File: src/rtl/f_pc_unit.sv
// f_pc_unit: fetch PC register, next-PC select, branch counters.
// Optional PC_ALIGN_CHECK_EN: word-align JR targets, raise f_adel.
module f_pc_unit #(
  parameter logic [31:0] RESET_PC = 32'h0000_3000
) (
  input  logic        clk,
  input  logic        reset,
  input  logic        stall,
  input  logic [2:0]  d_br_op,
  input  logic        d_cmp_zero,
  input  logic [31:0] d_pc,
  input  logic [15:0] d_imm16,
  input  logic [25:0] d_imm26,
  input  logic [31:0] d_rs_data,
  output logic [31:0] f_pc,
  output logic [31:0] f_npc,
  output logic        f_adel,
  output logic [31:0] br_cnt,
  output logic [31:0] taken_cnt
);

  localparam logic [2:0] OP_BEQ = 3'd1;
  localparam logic [2:0] OP_BNE = 3'd2;
  localparam logic [2:0] OP_J   = 3'd3;
  localparam logic [2:0] OP_JR  = 3'd4;

  logic        is_beq;
  logic        is_bne;
  logic        is_j;
  logic        is_jr;
  logic        is_cond;
  logic        taken;
  logic [31:0] br_off;
  logic [31:0] br_tgt;
  logic [31:0] j_tgt;
  logic [31:0] jr_tgt;
  logic [31:0] seq_pc;

  assign is_beq  = (d_br_op == OP_BEQ);
  assign is_bne  = (d_br_op == OP_BNE);
  assign is_j    = (d_br_op == OP_J);
  assign is_jr   = (d_br_op == OP_JR);
  assign is_cond = is_beq | is_bne;
  assign taken   = (is_beq & d_cmp_zero)
                 | (is_bne & ~d_cmp_zero);

  assign br_off = {{14{d_imm16[15]}},
                   d_imm16, 2'b00};
  assign br_tgt = d_pc + 32'd4 + br_off;
  assign j_tgt  = {d_pc[31:28], d_imm26, 2'b00};
  assign seq_pc = f_pc + 32'd4;

`ifdef PC_ALIGN_CHECK_EN
  logic jr_mis;
  assign jr_mis = is_jr & (|d_rs_data[1:0]);
  assign jr_tgt = {d_rs_data[31:2], 2'b00};
`else
  assign jr_tgt = d_rs_data;
`endif

  // next-PC select; the three redirect kinds are mutually exclusive
  always_comb begin
    f_npc = seq_pc;
    unique case (1'b1)
      taken:   f_npc = br_tgt;
      is_j:    f_npc = j_tgt;
      is_jr:   f_npc = jr_tgt;
      default: f_npc = seq_pc;
    endcase
  end

  // fetch PC register, frozen by stall
  always_ff @(posedge clk) begin
    if (reset) begin
      f_pc <= RESET_PC;
    end else if (!stall) begin
      f_pc <= f_npc;
    end
  end

  // conditional branch counters, counted once on the unstalled edge
  always_ff @(posedge clk) begin
    if (reset) begin
      br_cnt    <= '0;
      taken_cnt <= '0;
    end else if (!stall) begin
      if (is_cond) br_cnt <= br_cnt + 32'd1;
      if (taken) taken_cnt <= taken_cnt + 32'd1;
    end
  end

`ifdef PC_ALIGN_CHECK_EN
  // sticky misaligned-JR flag, cleared only by reset
  always_ff @(posedge clk) begin
    if (reset) begin
      f_adel <= 1'b0;
    end else if (!stall && jr_mis) begin
      f_adel <= 1'b1;
    end
  end
`else
  assign f_adel = 1'b0;
`endif

endmodule

File: config.mk
export PLATFORM = sky130hd
export DESIGN_NAME = f_pc_unit
export DESIGN_NICKNAME = d
export VERILOG_FILES = /design/src/rtl/f_pc_unit.sv
export SDC_FILE = /design/constraint.sdc
export NUM_CORES = 1
export LEC_CHECK = 0
export BUFFER_PORTS_ARGS = -buffer_cell sky130_fd_sc_hd__buf_4
export CAP_MARGIN = 20
export CORE_MARGIN = 2
export CORE_UTILIZATION = 30
export CTS_CLUSTER_SIZE = 8
export DETAILED_ROUTE_END_ITERATION = 10
export MAX_ROUTING_LAYER = met4
export PLACE_DENSITY = 0.5
export REMOVE_ABC_BUFFERS = 1
export SYNTH_ARGS = -nofsm -noshare
export SYNTH_HDL_FRONTEND = slang
export SYNTH_SLANG_ARGS = --single-unit
File: constraint.sdc
create_clock -name clk -period 3.8 [get_ports clk]
set_input_delay 0.19 -clock clk [delete_from_list [all_inputs] [get_ports clk]]
set_output_delay 0.19 -clock clk [all_outputs]
set_load 0.02 [all_outputs]
; After elaboration in Yosys (flattened, before gate mapping)
; Index checks and enable logic that the tools add are counted.
[classes]
div = 0
mux = 1
order_cmp = 0
n_eq_ne = 4
n_mul = 0
n_reduce_logical = 2
add_sub_neg = 5
shift = 0
bitwise_logic = 6
[ops]
columns = operator, count
row1 = one-hot mux 32 bit (3 select lines), 1
row2 = adder 32 x 1 -> 32 bit (second input constant), 2
row3 = adder 32 x 3 -> 32 bit (second input constant), 2
row4 = adder 32 bit, 1
row5 = equality test 3 x 2 -> 1 bit (second input constant), 2
row6 = AND reduction 2 bit, 2
row7 = equality test 3 x 1 -> 1 bit (second input constant), 1
row8 = equality test 3 bit (second input constant), 1
row9 = bitwise AND 1 bit, 2
row10 = inverter 1 bit, 2
row11 = bitwise OR 1 bit, 2
[word_totals]
word_cells = 21
n_memories = 0
latchBits = 0
mem_bits_ro = 0
input_bits = 113
ff_bits = 96
out_inout_bits = 129
ramBits = 0

; Depth between registers and ports, before layout
[logic_depth]
ltp_word = 4
depth_mapped = 13
depth_no_buf = 13

; Worst setup path after synthesis
; Ideal clock, no wire load.
[synth_timing]
path_kind = in2reg
startpoint = input d_pc[3]
endpoint = register f_pc[21]
slack_ns = 0.740
arrival_time_ns = 3.000
required_time_ns = 3.740
setup_ns = 0.060
n_path_buf = 0
path_stages = 10
cell_sequence = ha_1 > ha_1 > fa_1 > a21o_1 > a221oi_1 > o211ai_1 > a2111oi_0 > a2bb2oi_1 > o21ai_0 > o21a_1
[synth_via]
elab_chain_cells = 3
[synth_rtl]
columns = item, line_no
row1 = start: declaration, 11  ; input logic [31:0] d_pc,
row2 = adder 32 x 3 -> 32 bit, 49  ; assign br_tgt = d_pc + 32'd4 + br_off;
row3 = adder 32 bit, 49
row4 = one-hot mux 32 bit (3 select lines), 64  ; unique case (1'b1)
row5 = net f_npc[21], 16  ; output logic [31:0] f_npc,
row6 = end signal: assignment, 77  ; f_pc <= f_npc;
row7 = end: declaration, 15  ; output logic [31:0] f_pc,
; The timed path passes the listed nets, and every way through them passes these cells.
; A chain may end at the register's enable or synchronous reset.

; Worst setup path in the final report
[layout_timing]
startpoint = input d_pc[3]
endpoint = output f_npc[25]
[layout_via]
elab_chain_cells = 3
[layout_rtl]
columns = item, line_no
row1 = adder 32 x 3 -> 32 bit, 49
row2 = adder 32 bit, 49
row3 = one-hot mux 32 bit (3 select lines), 64
row4 = end: declaration, 16
; No other way between the ends.

==> flow_metrics.py <==
metrics = {
    "logic_synthesis": {
        "synth_top_cell_by_area": "dfxtp_1",
        "synth-seq-cells": 96,
        "avgSynthCellArea_um2": 8.04,
        "synth_edf_count": 0,
        "synth-warning-count": 0,
        "synth_area_um2": 7120,
        "syn_inst": 885,
        "synth_seq_area_share_pct": 27.0,
        "synth_ff_type": "dfxtp_1",
        "async_flop_share_pct": 0,
        "ys_top_cells_by_area": "dfxtp_1, ha_1, xor2_1",
        "yosysUniqueCellTypes": 67,
        "synth_top_area_share_pct": 27.0,
    },
    "place": {
        "portBuffers": 240,
        "hpwl_mm": 18.9,
        "pre_cts_ws_ps": 328,
        "place.gp.congestion": 0.930,
    },
    "clock_tree": {
        "ctsResizeCount": 0,
        "ctsHtreeMaxLevel": 3,
        "cts_made_buffers": 9,
        "postCtsSetupRepairBufs": 0,
        "cts-root-buf": "clkbuf_16",
        "clock-sinks": 96,
        "insertion_delay_ps": 360,
        "hold_buffers": 0,
        "cts.path.max_buffers": 2,
        "clkTransAtPathRegs_ps": 70,
        "cts_tree": "done",
    },
    "power": {
        "clkPwrFrac_pct": 31.2,
        "combPwrFrac_pct": 32.8,
        "swShare_pct": 35.6,
        "power.density_nw_per_um2": 312,
        "p_seq_share_pct": 36.0,
        "p_leak_nw": 4.16,
        "switchingPower_mw": 1.06,
        "p_int_mw": 1.92,
        "finalPower_mw": 2.98,
        "max-vdd-ir-drop_v": 0.000260,
    },
    "job": {
        "max_cap_violations": 0,
    },
    "floorplanning": {
        "die_area_um2": 25000,
        "rows": 56,
        "start_util_pct": 30.4,
        "coreArea_um2": 23400,
        "die_x_um": 158,
        "die_y_um": 158,
        "io_pins": 242,
    },
    "detailed_routing": {
        "drtIter0Drc": 588,
        "drc": 0,
        "vias_per_cell": 5.15,
        "drtPass1Iterations": 6,
        "ant_nets": 0,
        "wl_per_cell_um": 17.2,
        "vias": 7385,
        "routed_wl_mm": 24.6,
    },
    "critical_path": {
        "cp_common_cell": "buf_4",
        "crit_fanout": 3,
        "critPathMaxStageDelay_ps": 440,
        "end_kind": "output pin",
        "cp_slowest_cell": "a2111oi_0",
        "critical_path_arrival_ps": 3270,
        "critPathKind": "in2out",
        "cp-start-kind": "input port",
        "path_cells": "buf_4, ha_1, ha_1, fa_1, a21o_1, a221oi_1, o211ai_1, a2111oi_0, buf_4, o31ai_1, xor2_1, nand2_1, nand2b_1, buf_4",
        "required_ps": 3610,
    },
    "final_layout": {
        "drive_above_1_share_pct": 26.0,
        "area_growth_pct": 34.2,
        "final_util_pct": 40.8,
        "final_cell_mix": "buf_4, nor2_1, dfxtp_1",
        "mostFrequentLayoutCell": "buf_4",
        "final_nets": 1281,
    },
    "sta": {
        "finalCritPeriodShare_pct": 91.1,
        "fin_tns_setup_ps": 0,
        "skew_ps": 7.93,
        "max_slew_margin_pct": 43.6,
        "fmax_mhz": 289,
        "setup_viol": 0,
        "rsz0062_at_grt": "false",
        "worst_pin_slew_ps": 845,
        "hold_viol_final": 0,
        "timing.final.max_slew_violations": 0,
        "setup_slack_ps": 337,
        "period_needed_ps": 3460,
    },
    "global_routing": {
        "grt-ovfl-total": 0,
        "grt_max_degree": 74,
        "grt_pass1_wl_mm": 37.2,
        "globalRouteTotalUtil_pct": 19.7,
        "grt_antenna_before_repair": 2,
        "grt_pass1_vias": 6663,
    },
    "run_status": {
        "status": "finished, final reports clean",
    },
    "hold_path": {
        "hp-class": "in2reg",
    },
}
## critical path: cells and delay by family
| family | cells | cell delay [ps] |
|---|---|---|
| XOR/XNOR | 1 | 220 |
| AND/OR/NAND/NOR | 2 | 220 |
| buffers and inverters | 3 | 440 |
| AO/OA/AOI/OAI | 5 | 1290 |
| adder cells (fa/ha/maj) | 3 | 900 |
## worst paths after layout
kind                  from             to  slack [ps]  depth (start not counted)
max                d_pc[3]      f_npc[25]         340                         14
min            d_imm26[11]       f_pc[13]         180                          3
max reg2reg        f_pc[9]       f_pc[20]        1070                          8
min reg2reg  taken_cnt[30]  taken_cnt[30]         510                          2
## registers in the layout (all words and copies together), names as in the netlist
signal and count:
f_pc 32, taken_cnt 32, br_cnt 32
## Yosys cell counts, drive strengths merged (3+ instances only)
library cell  count
nand2b           11
o31ai             3
nand3            33
clkbuf           35
or3              17
mux2i            15
inv              22
nor4              5
o21a             14
a222oi           22
xnor2            50
a31oi             4
a21oi            59
a21o             14
nor3             17
o211ai            6
ha               60
buf               6
nand4            22
nor2b             3
and2              7
a221oi           10
o21ai            48
nand2            80
a2111oi           3
nor2            100
or2               4
and4             12
xor2             51
dfxtp            96
a22oi             6
and3             18
## final cells by class
type                            instances  area [um2]
Fill cell                            2482       13900
Multi-Input combinational cell        724        4950
Sequential cell                        96        1920
Timing Repair Buffer                  252        1890
Tap cell                              319         399
Clock buffer                            9         225
Inverter                               24        90.1
Clock inverter                          7        68.8
Antenna cell                            2        5.00
## routing by layer
layer	part of all wire, %	wire (um)	global-route usage [%]
met1	46	11400	26.7
met2	46	11200	30.6
met3	5.5	1350	2.03
met4	2.5	624	6.99
met5	0	0	-
## power groups by stage
stage	sequential (mW)	combinational, mW	clock (mW)
finish	1.07	0.977	0.928
global route	1.08	1.07	1.00
CTS	1.07	0.978	0.964
detailed placement	1.10	0.972	0
global placement	1.10	0.980	0
floorplan	1.12	0.542	0
## stage by stage
step                      instances  cell area, um2  hold slack [ps]
final                          1433            9550              176
after global placement         1415            9250              491
after floorplan                 844            6950              259
after detailed placement       1415            9250              495
after CTS                      1431            9550              165
after global routing           1433            9550              176
## logic make-up (layout without fill, tap and decap cells)
family                   Yosys count  in the layout  share of synthesized area (%)
AND/OR/NAND/NOR                  335            335                           23.8
XOR/XNOR                         101            101                           12.4
multiplexers                      15             15                           2.11
adder cells (fa/ha/maj)           61             61                           10.8
buffers and inverters             65            292                           3.66
flip-flops                        96             96                           27.0
AO/OA/AOI/OAI                    211            211                           20.1
other                              1              3                         0.0527
(Power assumes the default switching activity.)
